`config.mk`:
```
export PLATFORM = sky130hd
export DESIGN_NAME = register_file
export DESIGN_NICKNAME = d
export VERILOG_FILES = /design/src/rtl/register_file.sv
export SDC_FILE = /design/constraint.sdc
export NUM_CORES = 2
export LEC_CHECK = 0
export BUFFER_PORTS_ARGS = -buffer_cell sky130_fd_sc_hd__buf_4
export CORE_MARGIN = 1.5
export CORE_UTILIZATION = 50
export CTS_BUF_LIST = sky130_fd_sc_hd__clkbuf_8
export CTS_CLUSTER_SIZE = 24
export DETAILED_ROUTE_END_ITERATION = 8
export PLACE_DENSITY = 0.65
export SETUP_SLACK_MARGIN = 0.1
export SLEW_MARGIN = 20
export SYNTH_ARGS = -nofsm -noshare
export SYNTH_HDL_FRONTEND = slang
export SYNTH_SLANG_ARGS = --single-unit
export TNS_END_PERCENT = 10
```
`constraint.sdc`:
```
create_clock -name clk_in -period 7 [get_ports clk_in]
set_input_delay 2.1 -clock clk_in [delete_from_list [all_inputs] [get_ports clk_in]]
set_output_delay 2.1 -clock clk_in [all_outputs]
set_load 0.005 [all_outputs]
```
`src/rtl/register_file.sv`:
```
// register_file
//   Architectural integer register file (x0..x31) with per-register rename
//   tags. Committed values from the reorder buffer land in the value array;
//   decoder issue marks a destination as pending on a ROB entry; decoder
//   source queries return either the value or the ROB tag to wait on.
//
//   Parameters
//     ROB_IDX_W  ROB index width (tag width)
//     REG_NUM    architectural register count (index width fixed at 5)
//
//   Ports
//     clk_in                      system clock
//     rst_in                      synchronous active-high reset (dominates rdy_in)
//     rdy_in                      all state frozen when low
//     rob_set_idx/_reg_val/_recorder   commit: rd (0 = none), value, ROB index
//     clear                       ROB flush: drop every pending tag
//     issue_valid/_rd/_rob_idx    issue: mark rd pending on ROB entry
//     query_rs1 -> rs1_val, rs1_dep_valid, rs1_dep   (combinational)
//     query_rs2 -> rs2_val, rs2_dep_valid, rs2_dep   (combinational)
//
//   Optional feature
//     RF_COMMIT_TRACE_EN  when defined, prints every effective commit and
//                         keeps a simulation-only 32-bit commit counter.
module register_file #(
   parameter int ROB_IDX_W = 4,
   parameter int REG_NUM   = 32
) (
   input  logic                 clk_in,
   input  logic                 rst_in,
   input  logic                 rdy_in,
   input  logic [4:0]           rob_set_idx,
   input  logic [31:0]          rob_set_reg_val,
   input  logic [ROB_IDX_W-1:0] rob_set_recorder,
   input  logic                 clear,
   input  logic                 issue_valid,
   input  logic [4:0]           issue_rd,
   input  logic [ROB_IDX_W-1:0] issue_rob_idx,
   input  logic [4:0]           query_rs1,
   output logic [31:0]          rs1_val,
   output logic                 rs1_dep_valid,
   output logic [ROB_IDX_W-1:0] rs1_dep,
   input  logic [4:0]           query_rs2,
   output logic [31:0]          rs2_val,
   output logic                 rs2_dep_valid,
   output logic [ROB_IDX_W-1:0] rs2_dep
);

   logic [31:0]          val_reg  [REG_NUM];
   logic                 busy_reg [REG_NUM];
   logic [ROB_IDX_W-1:0] tag_reg  [REG_NUM];

   logic [31:0]          val_next  [REG_NUM];
   logic                 busy_next [REG_NUM];
   logic [ROB_IDX_W-1:0] tag_next  [REG_NUM];

   // ------------------------------------------------------------------
   // Per-register next state
   // ------------------------------------------------------------------
   genvar gi;
   generate
      for (gi = 0; gi < REG_NUM; gi++) begin : g_reg
         if (gi == 0) begin : g_zero
            // x0 is hardwired: never written, never pending.
            assign val_next[gi]  = '0;
            assign busy_next[gi] = 1'b0;
            assign tag_next[gi]  = '0;
         end else begin : g_arch
            logic commit_hit;
            logic commit_retires;
            logic issue_hit;

            assign commit_hit     = (rob_set_idx == 5'(gi));
            // Only the most recent writer may release the pending state;
            // an older commit with a stale tag leaves the newer tag in place.
            assign commit_retires = commit_hit && busy_reg[gi] &&
                                    (tag_reg[gi] == rob_set_recorder);
            assign issue_hit      = issue_valid && !clear && (issue_rd == 5'(gi));

            // The committed value is always written, even on a flush or when
            // a younger writer is still pending.
            assign val_next[gi]  = commit_hit ? rob_set_reg_val : val_reg[gi];
            // Flush beats issue, issue beats commit-retire.
            assign busy_next[gi] = clear          ? 1'b0 :
                                   issue_hit      ? 1'b1 :
                                   commit_retires ? 1'b0 : busy_reg[gi];
            assign tag_next[gi]  = issue_hit ? issue_rob_idx : tag_reg[gi];
         end
      end
   endgenerate

   always_ff @(posedge clk_in) begin
      if (rst_in) begin
         for (int i = 0; i < REG_NUM; i++) begin
            val_reg[i]  <= '0;
            busy_reg[i] <= 1'b0;
            tag_reg[i]  <= '0;
         end
      end else if (rdy_in) begin
         for (int i = 0; i < REG_NUM; i++) begin
            val_reg[i]  <= val_next[i];
            busy_reg[i] <= busy_next[i];
            tag_reg[i]  <= tag_next[i];
         end
      end
   end

   // ------------------------------------------------------------------
   // Source queries: combinational, see pre-issue state, with a bypass
   // from a same-cycle commit that retires the pending tag.
   // ------------------------------------------------------------------
   logic [4:0]           q_rs        [2];
   logic [31:0]          q_val       [2];
   logic                 q_dep_valid [2];
   logic [ROB_IDX_W-1:0] q_dep       [2];

   assign q_rs[0] = query_rs1;
   assign q_rs[1] = query_rs2;

   generate
      for (gi = 0; gi < 2; gi++) begin : g_port
         always_comb begin
            q_val[gi]       = '0;
            q_dep_valid[gi] = 1'b0;
            q_dep[gi]       = '0;
            if (q_rs[gi] != 5'd0) begin
               if ((q_rs[gi] == rob_set_idx) && busy_reg[q_rs[gi]] &&
                   (tag_reg[q_rs[gi]] == rob_set_recorder)) begin
                  q_val[gi] = rob_set_reg_val;
               end else if (busy_reg[q_rs[gi]]) begin
                  q_val[gi]       = val_reg[q_rs[gi]];
                  q_dep_valid[gi] = 1'b1;
                  q_dep[gi]       = tag_reg[q_rs[gi]];
               end else begin
                  q_val[gi] = val_reg[q_rs[gi]];
               end
            end
         end
      end
   endgenerate

   assign rs1_val       = q_val[0];
   assign rs1_dep_valid = q_dep_valid[0];
   assign rs1_dep       = q_dep[0];
   assign rs2_val       = q_val[1];
   assign rs2_dep_valid = q_dep_valid[1];
   assign rs2_dep       = q_dep[1];

`ifdef RF_COMMIT_TRACE_EN
   logic [31:0] commit_count_reg;

   always_ff @(posedge clk_in) begin
      if (rst_in) begin
         commit_count_reg <= '0;
      end else if (rdy_in && (rob_set_idx != 5'd0)) begin
         commit_count_reg <= commit_count_reg + 32'd1;
         $display("RF x%0d <= %h rob=%0d", rob_set_idx, rob_set_reg_val, rob_set_recorder);
      end
   end
`else
`endif

endmodule
```
---- Word level (Yosys, flattened, before mapping) ----
Memory sizes are Yosys's and may differ from the RTL's.
Index checks and enable logic that the tools add are counted.
operators by class
  mux-type cells .......................... 272
  bitwise operators ....................... 96
  eq/ne operators ......................... 128
  reductions and logical operators ........ 132
operators with widths
  operator              number
  $mux W32              67
  $mux W4               69
  $eq A5 B5 Y1 const B  32
  $mux W1               136
  $eq A4 B4 Y1          33
  $logic_and A1 B1 Y1   98
  $or A1 B1 Y1          96
  $eq A5 B4 Y1 const B  16
  $reduce_and A2 Y1     31
  $eq A5 B3 Y1 const B  8
  $ne A1 B1 Y1 const B  31
  $eq A5 B2 Y1 const B  4
  $eq A5 B1 Y1 const B  2
  $eq A5 B5 Y1          2
  $reduce_bool A5 Y1    2
  $logic_not A1 Y1      1
storage, ports and cells
  memory bits (writable) .................. 1184
  output and inout bits ................... 74
  input bits .............................. 65
  memories ................................ 3
  flip-flop bits (word level) ............. 0
  logic and storage cells ................. 631
memories
  name      words  width  read ports  clocked after memory_dff  write ports  line  RTL
  val_reg   32     32     2           0                         32           48    logic [31:0] val_reg [REG_NUM];
  tag_reg   32     4      33          0                         32           50    logic [ROB_IDX_W-1:0] tag_reg [REG_NUM];
  busy_reg  32     1      33          0                         32           49    logic busy_reg [REG_NUM];

---- Longest topological paths before layout ----
  word-level depth ........................ 7
  mapped depth ............................ 12
  gate-level depth less buffers ........... 7

---- Worst setup path after synthesis ----
No wires, ideal clock.
  path type ............................... in2out
  start point ............................. in query_rs1[0]
  end point ............................... out rs1_val[10]
  data required time ...................... 4.900 ns
  arrival time ............................ 4.945 ns
  buffers on the path ..................... 6
  path slack .............................. -0.045 ns
  cell stages on the path ................. 11
  path through ............................ buf_6 > buf_6 > buf_2 > buf_2 > buf_2 > buf_1 > mux4_2 > mux4_2 > nor2_1 > nor2_1 > mux2_2
between the ends
  cells in the longest elaborated chain, start to end .. 5
  elaborated cells between the ends (all ways) .. 10
  classes of those cells .................. eq/ne: 2; mux: 2; reduce/logical: 3; memory: 3
ends and longest elaborated chain
  item                                                        line      RTL
  start: declaration                                          38        input logic [4:0] query_rs1,
  $mem_v2 Z32 W4 (tied with other cells)                      n/a
  $eq A4 B4 Y1 / $logic_and A1 B1 Y1 (equally long branches)  127, 126
  $logic_and A1 B1 Y1                                         126       if ((q_rs[gi] == rob_set_idx) && busy_reg[q_rs[gi]] &&
  $mux W32                                                    126
  $mux W32 (*)                                                125       if (q_rs[gi] != 5'd0) begin
  end: declaration                                            39        output logic [31:0] rs1_val,
Every way passes the cells marked *; elsewhere a longest branch is shown, timed or not.

---- Worst setup path after layout ----
  start point ............................. in query_rs1[0]
  end point ............................... out rs1_val[9]
Same word-level chain as after synthesis.

==> summary.txt <==
CTS
  • Root buffer cell: clkbuf_8
  • CTS tree: done
  • Worst-Skew Late Latency: 900 ps
  • CTS Buf Count: about 190
  • CTS Buffer Depth: 3
  • H-Tree Level Count: 4
  • Clock sinks: approximately 1100
  • Worst-path clk slew: about 60 ps

Timing
  • Slew margin rel.: between 20% and 30%
  • Min cycle time layout: a little over 7000 ps
  • Setup violations, final: 39
  • Period utilization: 102%
  • Clk_skew: just under 40 ps
  • RSZ-0062 raised after global routing: yes
  • FMAX: 140 MHz
  • Final worst slack: -144 ps
  • Worst Max-Slew Pin Slew: 1180 ps
  • Final hold viol count: 0
  • Max Slew Vio Count: 0

Logic synthesis
  • Post-synthesis async set-or-reset flop share: 0%
  • Yosys top cell by area: edfxtp_1
  • Avg Inst Size Synth: 16.3 um2
  • Post-Synthesis Cells: 3744
  • Yosys reg bits: between 1000 and 1500
  • Mapped Nets: about 3800
  • Distinct cells, synth: 68
  • Syn. warnings: 0
  • Register area share after synthesis: between 50% and 60%
  • Synth top area cells: edfxtp_1 (56%), mux4_2 (23%), and2_1 (5.7%)
  • Top_reg_cell synth: edfxtp_1
  • Synth top area share: between 50% and 60%
  • Post-synth EDFFs: ~1100
  • Top-count cell post-synth: edfxtp_1
  • Synthesized area: between 0.06 and 0.07 mm2
  • Commonest cells post-synth: edfxtp_1 (1147), mux4_2 (621), and2_1 (555)

Run status
  • Outcome: complete, but fails checks
  • Violated checks: setup timing

Global route
  • Number of global-route vias before repair: 39500
  • Pin count of the biggest net entering global routing: 79
  • GRT overflow: 0
  • Initial antenna violation count: 18
  • First-pass GRT wire length: between 200000 and 300000 um
  • GR Util All Layers: approximately 34%

Route
  • Vias per cell: 6.85
  • 1st-pass router iterations: 5
  • Vias post-DR: between 30000 and 40000
  • Drt total wl: approximately 210000 um
  • DRC viols: 0
  • ANT nets after route: 0
  • Avg WL per Cell: around 37 um
  • DRT iter0 DRCs: roughly 5900

Setup path
  • Type of origin of the critical path: primary input
  • Setup CP Type: in2out
  • CP max stage cell: mux4_2
  • Critical Path End Type: output pin
  • CP required: slightly below 5000 ps
  • Critical Path AT: 5040 ps
  • CP dominant cell by count: buf_12
  • R2R setup slack: 5010 ps
  • Crit path cell chain: buf_16, buf_12, buf_12, mux4_2, mux2_4, a2bb2oi_2, o211ai_1, nand4_1, a2111oi_4, buf_6, buf_12, buf_12, mux2_4, buf_6
  • CP peak stage delay: ~480 ps
  • CP Max Fanout: 8

Cells and area
  • Design Area, Final: roughly 0.070 mm2
  • Final Non-Filler Cells: 5775
  • Nets: between 4000 and 5000
  • Share of cells above drive strength 1: between 30% and 40%
  • Area Overhead vs Synth: 14.5%
  • Largest register FFs: about 990

Place
  • Hpwl dp: around 130000 um
  • Global placer's final weighted congestion: a little over 1
  • # port buffers: 138
  • Placed inst area: between 0.06 and 0.07 mm2
  • Placed cell count: 5376

Power
  • VDD IR max: between 200 and 250 uV
  • Cell Pwr Density: 240 mW/mm2
  • Leak pwr: 0.0240 uW

Floorplan
  • Die H: approximately 350 um
  • Die W: about 350 um
  • Core Area: between 0.1 and 0.15 mm2
  • # IOs: 139
  • Starting Density: 50.3%
  • Die ar.: around 0.12 mm2
  • # rows: 128

Hold path
  • Hold Crit Class: reg2reg

Flow run
  • # Max-Cap Violations: 0
power breakdown:
group | internal, uW | leakage [uW] | switching, uW
Clock | 2890 | 0.00205 | 2850
Combinational | 1260 | 0.0110 | 1410
Sequential | 8080 | 0.0110 | 268
cells by family after synthesis:
| logic type | synth area share, % |
|---|---|
| AND/OR/NAND/NOR | 9.61 |
| multiplexers | 26.7 |
| buffers and inverters | 2.72 |
| AO/OA/AOI/OAI | 2.63 |
| XOR/XNOR | 1.97 |
| flip-flops | 56.4 |
per-layer routing:
layer / GRT usage, % / share of wire [%] / wire length [um] / vias to the layer above
met5: 0 / 0.0066 / 14 / -
met4: 15.6 / 5.1 / 10800 / 2
met3: 9.11 / 13 / 27000 / 573
met2: 53.4 / 46 / 98800 / 3047
met1: 45.9 / 36 / 76600 / 20600
li1: - / - / - / 15300
stage by stage:
stage | hold WS (ps) | setup WS [ps] | TNS [ps] | utilization (%) | power, uW
after floorplan | 572 | 11.1 | 0 | - | 9900
after global placement | 614 | -149 | -4740 | 53.5 | 10900
after detailed placement | 627 | -158 | -5260 | 53.6 | 11000
after CTS | 645 | -57.4 | -891 | 57.3 | 16700
after global routing | 662 | -175 | -4850 | 57.6 | 17200
final | 647 | -144 | -3060 | 57.6 | 16800
worst paths after layout:
check / cells after the start / endpoint / start
worst max register to register: 5 / busy_reg[6]$_SDFFCE_PP0P_ / tag_reg[6][3]$_DFFE_PP_
worst min register to register: 2 / busy_reg[25]$_SDFFCE_PP0P_ / busy_reg[25]$_SDFFCE_PP0P_
worst min-delay path: 2 / busy_reg[25]$_SDFFCE_PP0P_ / busy_reg[25]$_SDFFCE_PP0P_
worst max-delay path: 14 / rs1_val[9] / query_rs1[0]
layout by cell type, fill, tap and decap left out, drive strengths merged, types with 23 or more instances in the layout:
cell type  Yosys  routed
nor2         230     230
buf          107     392
clkinv         0      88
a22oi         26      26
nand3         36      36
o21ai         40      40
mux2         122     122
xor2          91      91
mux2i         45      45
nor2b         57      57
nor4          25      25
o21bai        38      38
inv            9      71
a22o          33      33
mux4         639     639
xnor2         46      46
or2           23      23
and2         555     555
clkbuf       252     199
nand2         90      90
edfxtp      1147    1147
layout make-up:
| class | instances | area [um2] |
|---|---|---|
| Antenna cell | 8 | 20.0 |
| Tap cell | 1625 | 2030 |
| Inverter | 9 | 37.5 |
| Fill cell | 9373 | 51500 |
| Sequential cell | 1147 | 34400 |
| Clock buffer | 198 | 2730 |
| Multi-Input combinational cell | 2229 | 25600 |
| Clock inverter | 161 | 876 |
| Timing Repair Buffer | 398 | 4110 |
timing repair:
item | in CTS | in global routing
pin swaps | 19 | 10
resized for setup | 112 | 68
buffers inserted | 21 | 2
endpoints found under the setup margin | 69 | 74
gates cloned | 8 | 1
hold buffers | 0 | 0
critical path, delay by kind of cell:
family / cells / cell delay [ps]
buffers and inverters: 7 / 1050
multiplexers: 3 / 1090
AO/OA/AOI/OAI: 3 / 600
AND/OR/NAND/NOR: 1 / 180
Power figures use the tool's default switching activity.
